==> config.mk <==
export PLATFORM = sky130hd
export DESIGN_NAME = sa_seq_ctrl
export DESIGN_NICKNAME = d
export VERILOG_FILES = /design/src/rtl/sa_pkg.sv /design/src/rtl/sa_phase_counter.sv /design/src/rtl/sa_seq_ctrl.sv
export SDC_FILE = /design/constraint.sdc
export NUM_CORES = 1
export LEC_CHECK = 0
export CAP_MARGIN = 20
export CORE_MARGIN = 5
export CORE_UTILIZATION = 42
export CTS_BUF_LIST = sky130_fd_sc_hd__clkbuf_16
export CTS_CLUSTER_DIAMETER = 50
export DETAILED_ROUTE_END_ITERATION = 16
export PLACE_DENSITY_LB_ADDON = 0.08
export REMOVE_ABC_BUFFERS = 1
export SYNTH_ARGS = -nofsm -noshare
export SYNTH_HDL_FRONTEND = slang
export SYNTH_SLANG_ARGS = --single-unit
==> constraint.sdc <==
create_clock -name clk -period 3.2 [get_ports clk]
set_input_delay 0.64 -clock clk [delete_from_list [all_inputs] [get_ports clk]]
set_output_delay 0.64 -clock clk [all_outputs]
set_load 0.01 [all_outputs]
==> src/rtl/sa_pkg.sv <==
// Shared constants and state encoding for the systolic-array sequencer.
package sa_pkg;

    localparam int unsigned N_DEFAULT = 32;
    localparam int unsigned CNT_W     = 6;
    localparam int unsigned IDX_W     = 5;

    typedef enum logic [2:0] {
        ST_IDLE,
        ST_LOAD_W,
        ST_COMPUTE,
        ST_DRAIN,
        ST_FIN
    } state_t;

    function automatic int unsigned load_len(input int unsigned n);
        return n;
    endfunction

    function automatic int unsigned compute_len(input int unsigned n);
        return 2 * n - 1;
    endfunction

    function automatic int unsigned drain_len(input int unsigned n);
        return n;
    endfunction

endpackage

==> src/rtl/sa_phase_counter.sv <==
// 6-bit in-phase cycle counter; clear wins over enable.
module sa_phase_counter
    import sa_pkg::*;
(
    input  logic             clk,
    input  logic             rst,
    input  logic             clr,
    input  logic             en,
    output logic [CNT_W-1:0] count
);

    always_ff @(posedge clk) begin
        if (rst || clr) begin
            count <= '0;
        end else if (en) begin
            count <= count + 1'b1;
        end
    end

endmodule

==> src/rtl/sa_seq_ctrl.sv <==
// Sequencer for one systolic-array pass: weight load, compute, drain, finish.
module sa_seq_ctrl
    import sa_pkg::*;
#(
    parameter int unsigned N = N_DEFAULT
) (
    input  logic             clk,
    input  logic             rst,
    input  logic             start,
    input  logic             abort,
    output logic             busy,
    output logic             done,
    output logic             w_load_en,
    output logic [IDX_W-1:0] w_row_sel,
    output logic             x_feed_en,
    output logic [IDX_W-1:0] x_col_idx,
    output logic             acc_clr,
    output logic             out_valid,
    output logic [IDX_W-1:0] out_row_idx,
    output logic [CNT_W-1:0] phase_cnt
);

    localparam logic [CNT_W-1:0] LOAD_LAST    = CNT_W'(load_len(N) - 1);
    localparam logic [CNT_W-1:0] COMPUTE_LAST = CNT_W'(compute_len(N) - 1);
    localparam logic [CNT_W-1:0] DRAIN_LAST   = CNT_W'(drain_len(N) - 1);
    localparam logic [CNT_W-1:0] FEED_LIMIT   = CNT_W'(N);

    state_t           state_q;
    state_t           state_d;
    logic [CNT_W-1:0] cnt;
    logic             cnt_clr;
    logic             cnt_en;

    always_ff @(posedge clk) begin
        if (rst) begin
            state_q <= ST_IDLE;
        end else begin
            state_q <= state_d;
        end
    end

    always_comb begin
        state_d = state_q;
        case (state_q)
            ST_IDLE: begin
                if (start && !abort) begin
                    state_d = ST_LOAD_W;
                end
            end
            ST_LOAD_W: begin
                if (abort) begin
                    state_d = ST_IDLE;
                end else if (cnt == LOAD_LAST) begin
                    state_d = ST_COMPUTE;
                end
            end
            ST_COMPUTE: begin
                if (abort) begin
                    state_d = ST_IDLE;
                end else if (cnt == COMPUTE_LAST) begin
                    state_d = ST_DRAIN;
                end
            end
            ST_DRAIN: begin
                if (abort) begin
                    state_d = ST_IDLE;
                end else if (cnt == DRAIN_LAST) begin
                    state_d = ST_FIN;
                end
            end
            ST_FIN: begin
                state_d = ST_IDLE;
            end
            default: begin
                state_d = ST_IDLE;
            end
        endcase
    end

    // Clearing on the state change makes count 0 on the first cycle of every phase.
    assign cnt_clr = (state_d != state_q);
    assign cnt_en  = (state_q == ST_LOAD_W) || (state_q == ST_COMPUTE) ||
                     (state_q == ST_DRAIN);

    sa_phase_counter u_phase_counter (
        .clk   (clk),
        .rst   (rst),
        .clr   (cnt_clr),
        .en    (cnt_en),
        .count (cnt)
    );

    // Outputs decode only registered state and count, never the inputs.
    always_comb begin
        busy        = 1'b0;
        done        = 1'b0;
        w_load_en   = 1'b0;
        w_row_sel   = '0;
        x_feed_en   = 1'b0;
        x_col_idx   = '0;
        acc_clr     = 1'b0;
        out_valid   = 1'b0;
        out_row_idx = '0;
        phase_cnt   = cnt;
        case (state_q)
            ST_LOAD_W: begin
                busy      = 1'b1;
                w_load_en = 1'b1;
                w_row_sel = cnt[IDX_W-1:0];
                acc_clr   = (cnt == '0);
            end
            ST_COMPUTE: begin
                busy = 1'b1;
                if (cnt < FEED_LIMIT) begin
                    x_feed_en = 1'b1;
                    x_col_idx = cnt[IDX_W-1:0];
                end
            end
            ST_DRAIN: begin
                busy        = 1'b1;
                out_valid   = 1'b1;
                out_row_idx = cnt[IDX_W-1:0];
            end
            ST_FIN: begin
                busy = 1'b1;
                done = 1'b1;
            end
            default: begin
                busy = 1'b0;
            end
        endcase
    end

endmodule

==> impl_results.md <==
* Worst Setup EP: x_col_idx[1]
* Worst skew pair latency at 0.23 ns
* Final net count at 116
* Clock period minus final worst setup slack at 2.67 ns
* Setup-violating endpoint count in the final report at 0
* Grt ovf at 0
* TritonCTS clock tree: built
* Postcts setup bufs at 0
* Maximum buffer depth of the clock tree at 2
* Number of H-tree levels at 1
* Switching power total at 72.7 uW
* Capture point of the worst reg-to-reg path: u_phase_counter.count[3]
* Post-route core utilization at 68.9%
* Fraction of power consumed by sequential logic at 32.3%
* Most common cell after layout, fill and taps aside: sky130_fd_sc_hd__clkdlybuf4s50_1
* Row cnt at 14
* Relative contribution of the clock network to total power at 59.2%
* Final cell area excluding filler cells at 1060 um2
* Pin count of the biggest net entering global routing at 15
* FF+latch count, synth at 9
* CTS clock-pin slew for the worst setup and hold paths at 0.04 ns
* Number of diodes at 0
* Accumulated negative setup slack at 0 ns
* Maximum net fanout on the critical path at 10
* Max Cap Violations at 0
* Commonest cells after routing, fill and taps aside: sky130_fd_sc_hd__clkdlybuf4s50_1, sky130_fd_sc_hd__and2_1, sky130_fd_sc_hd__nor2_1, sky130_fd_sc_hd__dfxtp_1
* WHS Path Cells at 2
* CTS Sinks at 9
* Area growth from synthesis to final layout at 53.5%
* I/O pin count at 31
* Data arrival time of the critical path at 2.03 ns
* Final max-slew violation count at 0
* Mean instance size in the synthesized netlist at 8.87 um2
* Sequential element share of the synthesized area at 26.0%
* Detailed placer's ending HPWL at 1.36 mm
* Height of the die at 50.6 um
* RSZ-0062 raised after global routing: no
* Routed wire length at 1.71 mm
* Worst min path class: flip-flop to flip-flop
* Total Die Area at 2560 um2
* Via count normalized by instance count at 5.26
* CTS root buf: sky130_fd_sc_hd__clkbuf_16
* Final hold violation count at 0
* Hold-fix buffers at CTS at 0
* Number of violations reported at the end of detailed-routing iteration 0 at 2
* Launch point of the worst reg-to-reg path: u_phase_counter.count[0]
* Yosys cell types at 31
* Resized Gates After CTS at 0
* Post-Route Skew at 0.000377 ns
* Total Power at 366 uW
* Internal power at 294 uW
* Worst Path Required at 2.56 ns
* Yosys synthesis warning count at 0
* FF-to-FF setup slack at 1.61 ns
* Remaining design rule violation count at 0
* Category of the worst setup path capture point: output port
* Leak pwr at 0.000415 uW
* FMAX at 0.375 GHz
* Share of the cycle needed by the critical path after routing at 83.4%
* Last weighted congestion value of the routability-driven placer at 0.754
* Vias in the first global route at 636
* Worst setup startpoint: state_q[1]
* Pwr per Cell Area at 345 nW/um2
* Critical path launch point type: flip-flop
* Normalized max-slew margin at 67.7%
* Worst reg2reg path depth at 5
* Hold WS at 0.620 ns
* Floorplan core area at 1540 um2
* Post-synthesis instance area at 692 um2
* Worst slew pin tran at 0.484 ns
* Quantity of I/O buffers inserted on ports at 30
* Antenna Violating Nets Remaining at 0
* Inserted Clock Buffers at 3
* Initial Utilization at 44.9%
* Wire length of the first global-routing pass at 2.98 mm
* Routed WL per cell at 13.8 um
* Area of placed instances at 983 um2
* Antenna violations before repair at 0
* Net Sw Frac at 19.9%
* Global-route usage over all layers at 15.1%
* Kind of critical path: flip-flop to output port
* Count of mapped cells out of synthesis at 78
* Proportion of layout cells with a drive suffix above 1 at 10.2%
* Die outline width at 50.6 um
* Peak supply drop at 0.393 mV
* Share of power burned in combinational logic at 8.5%
* Pre-Repair DR Iteration Count at 4
* Run status: complete, no violations
* Vias post-DR at 652
-- per-layer routing --
metal	up-vias	routed length [um]	global-route usage, %
li1	328	-	-
met1	298	752	18.6
met2	22	748	22.3
met3	4	170	6.51
met4	0	36	7.66
met5	-	0	0
-- layout make-up --
type,instances,area [um2]
clock buffers,3,75.1
clock inverters,1,3.75
repair buffers,30,300
multi-input cells,62,472
inverters,3,11.3
flip-flops and latches,9,180
fillers,136,479
well taps,16,20.0
-- metrics by stage --
stage	setup slack, ns	std cells
after floorplan	1.29	74
after global placement	0.835	120
after detailed placement	0.765	120
after CTS	0.512	124
after global routing	0.368	124
final	0.533	124
-- sequential cells by signal, indices dropped and copies added (netlist names) --
name and cells:
state_q 3, u_phase_counter.count 6
-- worst min path at each step --
stage,from,end,slack (ns)
6_report,u_phase_counter.count[4],u_phase_counter.count[4],0.62
5_1_grt,u_phase_counter.count[3],u_phase_counter.count[3],0.69
4_1_cts,u_phase_counter.count[4],u_phase_counter.count[4],0.63
3_5_place_dp,u_phase_counter.count[4],u_phase_counter.count[4],0.62
3_3_place_gp,u_phase_counter.count[4],u_phase_counter.count[4],0.62
2_1_floorplan,u_phase_counter.count[1],u_phase_counter.count[1],0.61
-- power by group through the flow --
stage               Combinational, uW  Sequential (uW)  Clock (uW)
global placement                 30.8              120           0
detailed placement               31.1              120           0
global route                     33.7              119         233
CTS                              31.3              118         224
finish                           31.0              118         217
floorplan                        17.4              119           0
-- Yosys cell counts --
master                     instances  area share [%]
sky130_fd_sc_hd__a311oi_2          1             2.2
sky130_fd_sc_hd__mux2i_1           1             1.4
sky130_fd_sc_hd__buf_2             2             1.4
sky130_fd_sc_hd__nor4b_1           2             2.5
sky130_fd_sc_hd__a41oi_4           1             4.0
sky130_fd_sc_hd__nor3_2            1             1.4
sky130_fd_sc_hd__xnor2_1           2             2.5
sky130_fd_sc_hd__nand3_1           1            0.72
sky130_fd_sc_hd__a21oi_1           1            0.72
sky130_fd_sc_hd__nor3_1            1            0.72
sky130_fd_sc_hd__buf_6             1             1.6
sky130_fd_sc_hd__and3_4            1             1.6
sky130_fd_sc_hd__o21a_1            1             1.1
sky130_fd_sc_hd__and3_1            5             4.5
sky130_fd_sc_hd__nand2_1           4             2.2
sky130_fd_sc_hd__o21ba_2           1             1.4
sky130_fd_sc_hd__o41ai_4           1             4.0
sky130_fd_sc_hd__a21o_1            1             1.1
sky130_fd_sc_hd__dfxtp_1           9              26
sky130_fd_sc_hd__or2_1             1            0.90
sky130_fd_sc_hd__ha_1              3             5.4
sky130_fd_sc_hd__xor2_1            5             6.3
sky130_fd_sc_hd__nor4_1            2             1.8
sky130_fd_sc_hd__nor2_1            9             4.9
sky130_fd_sc_hd__nor3b_2           1             1.8
sky130_fd_sc_hd__nand4_1           3             2.7
sky130_fd_sc_hd__buf_4             1             1.1
sky130_fd_sc_hd__nor2b_1           2             1.8
sky130_fd_sc_hd__and2b_2           1             1.3
sky130_fd_sc_hd__inv_1             3             1.6
sky130_fd_sc_hd__and2_1           10             9.0
-- worst max-delay path: stages (launching register included) --
cell and delay [ns]:
sky130_fd_sc_hd__dfxtp_1 0.51, sky130_fd_sc_hd__and2b_2 0.28, sky130_fd_sc_hd__nor3b_2 0.30, sky130_fd_sc_hd__and2_1 0.17
sky130_fd_sc_hd__clkdlybuf4s50_1 0.53
-- logic make-up after synthesis --
logic type      Yosys count  share of synthesized area (%)
mux                       1                           1.45
flops                     9                           26.0
buf+inv                   7                           5.79
simple gates             44                           38.0
xor+xnor                  7                           8.86
compound gates            7                           14.5
fa+ha+maj                 3                           5.43
Note: power is estimated with default switching activity, not from simulation.
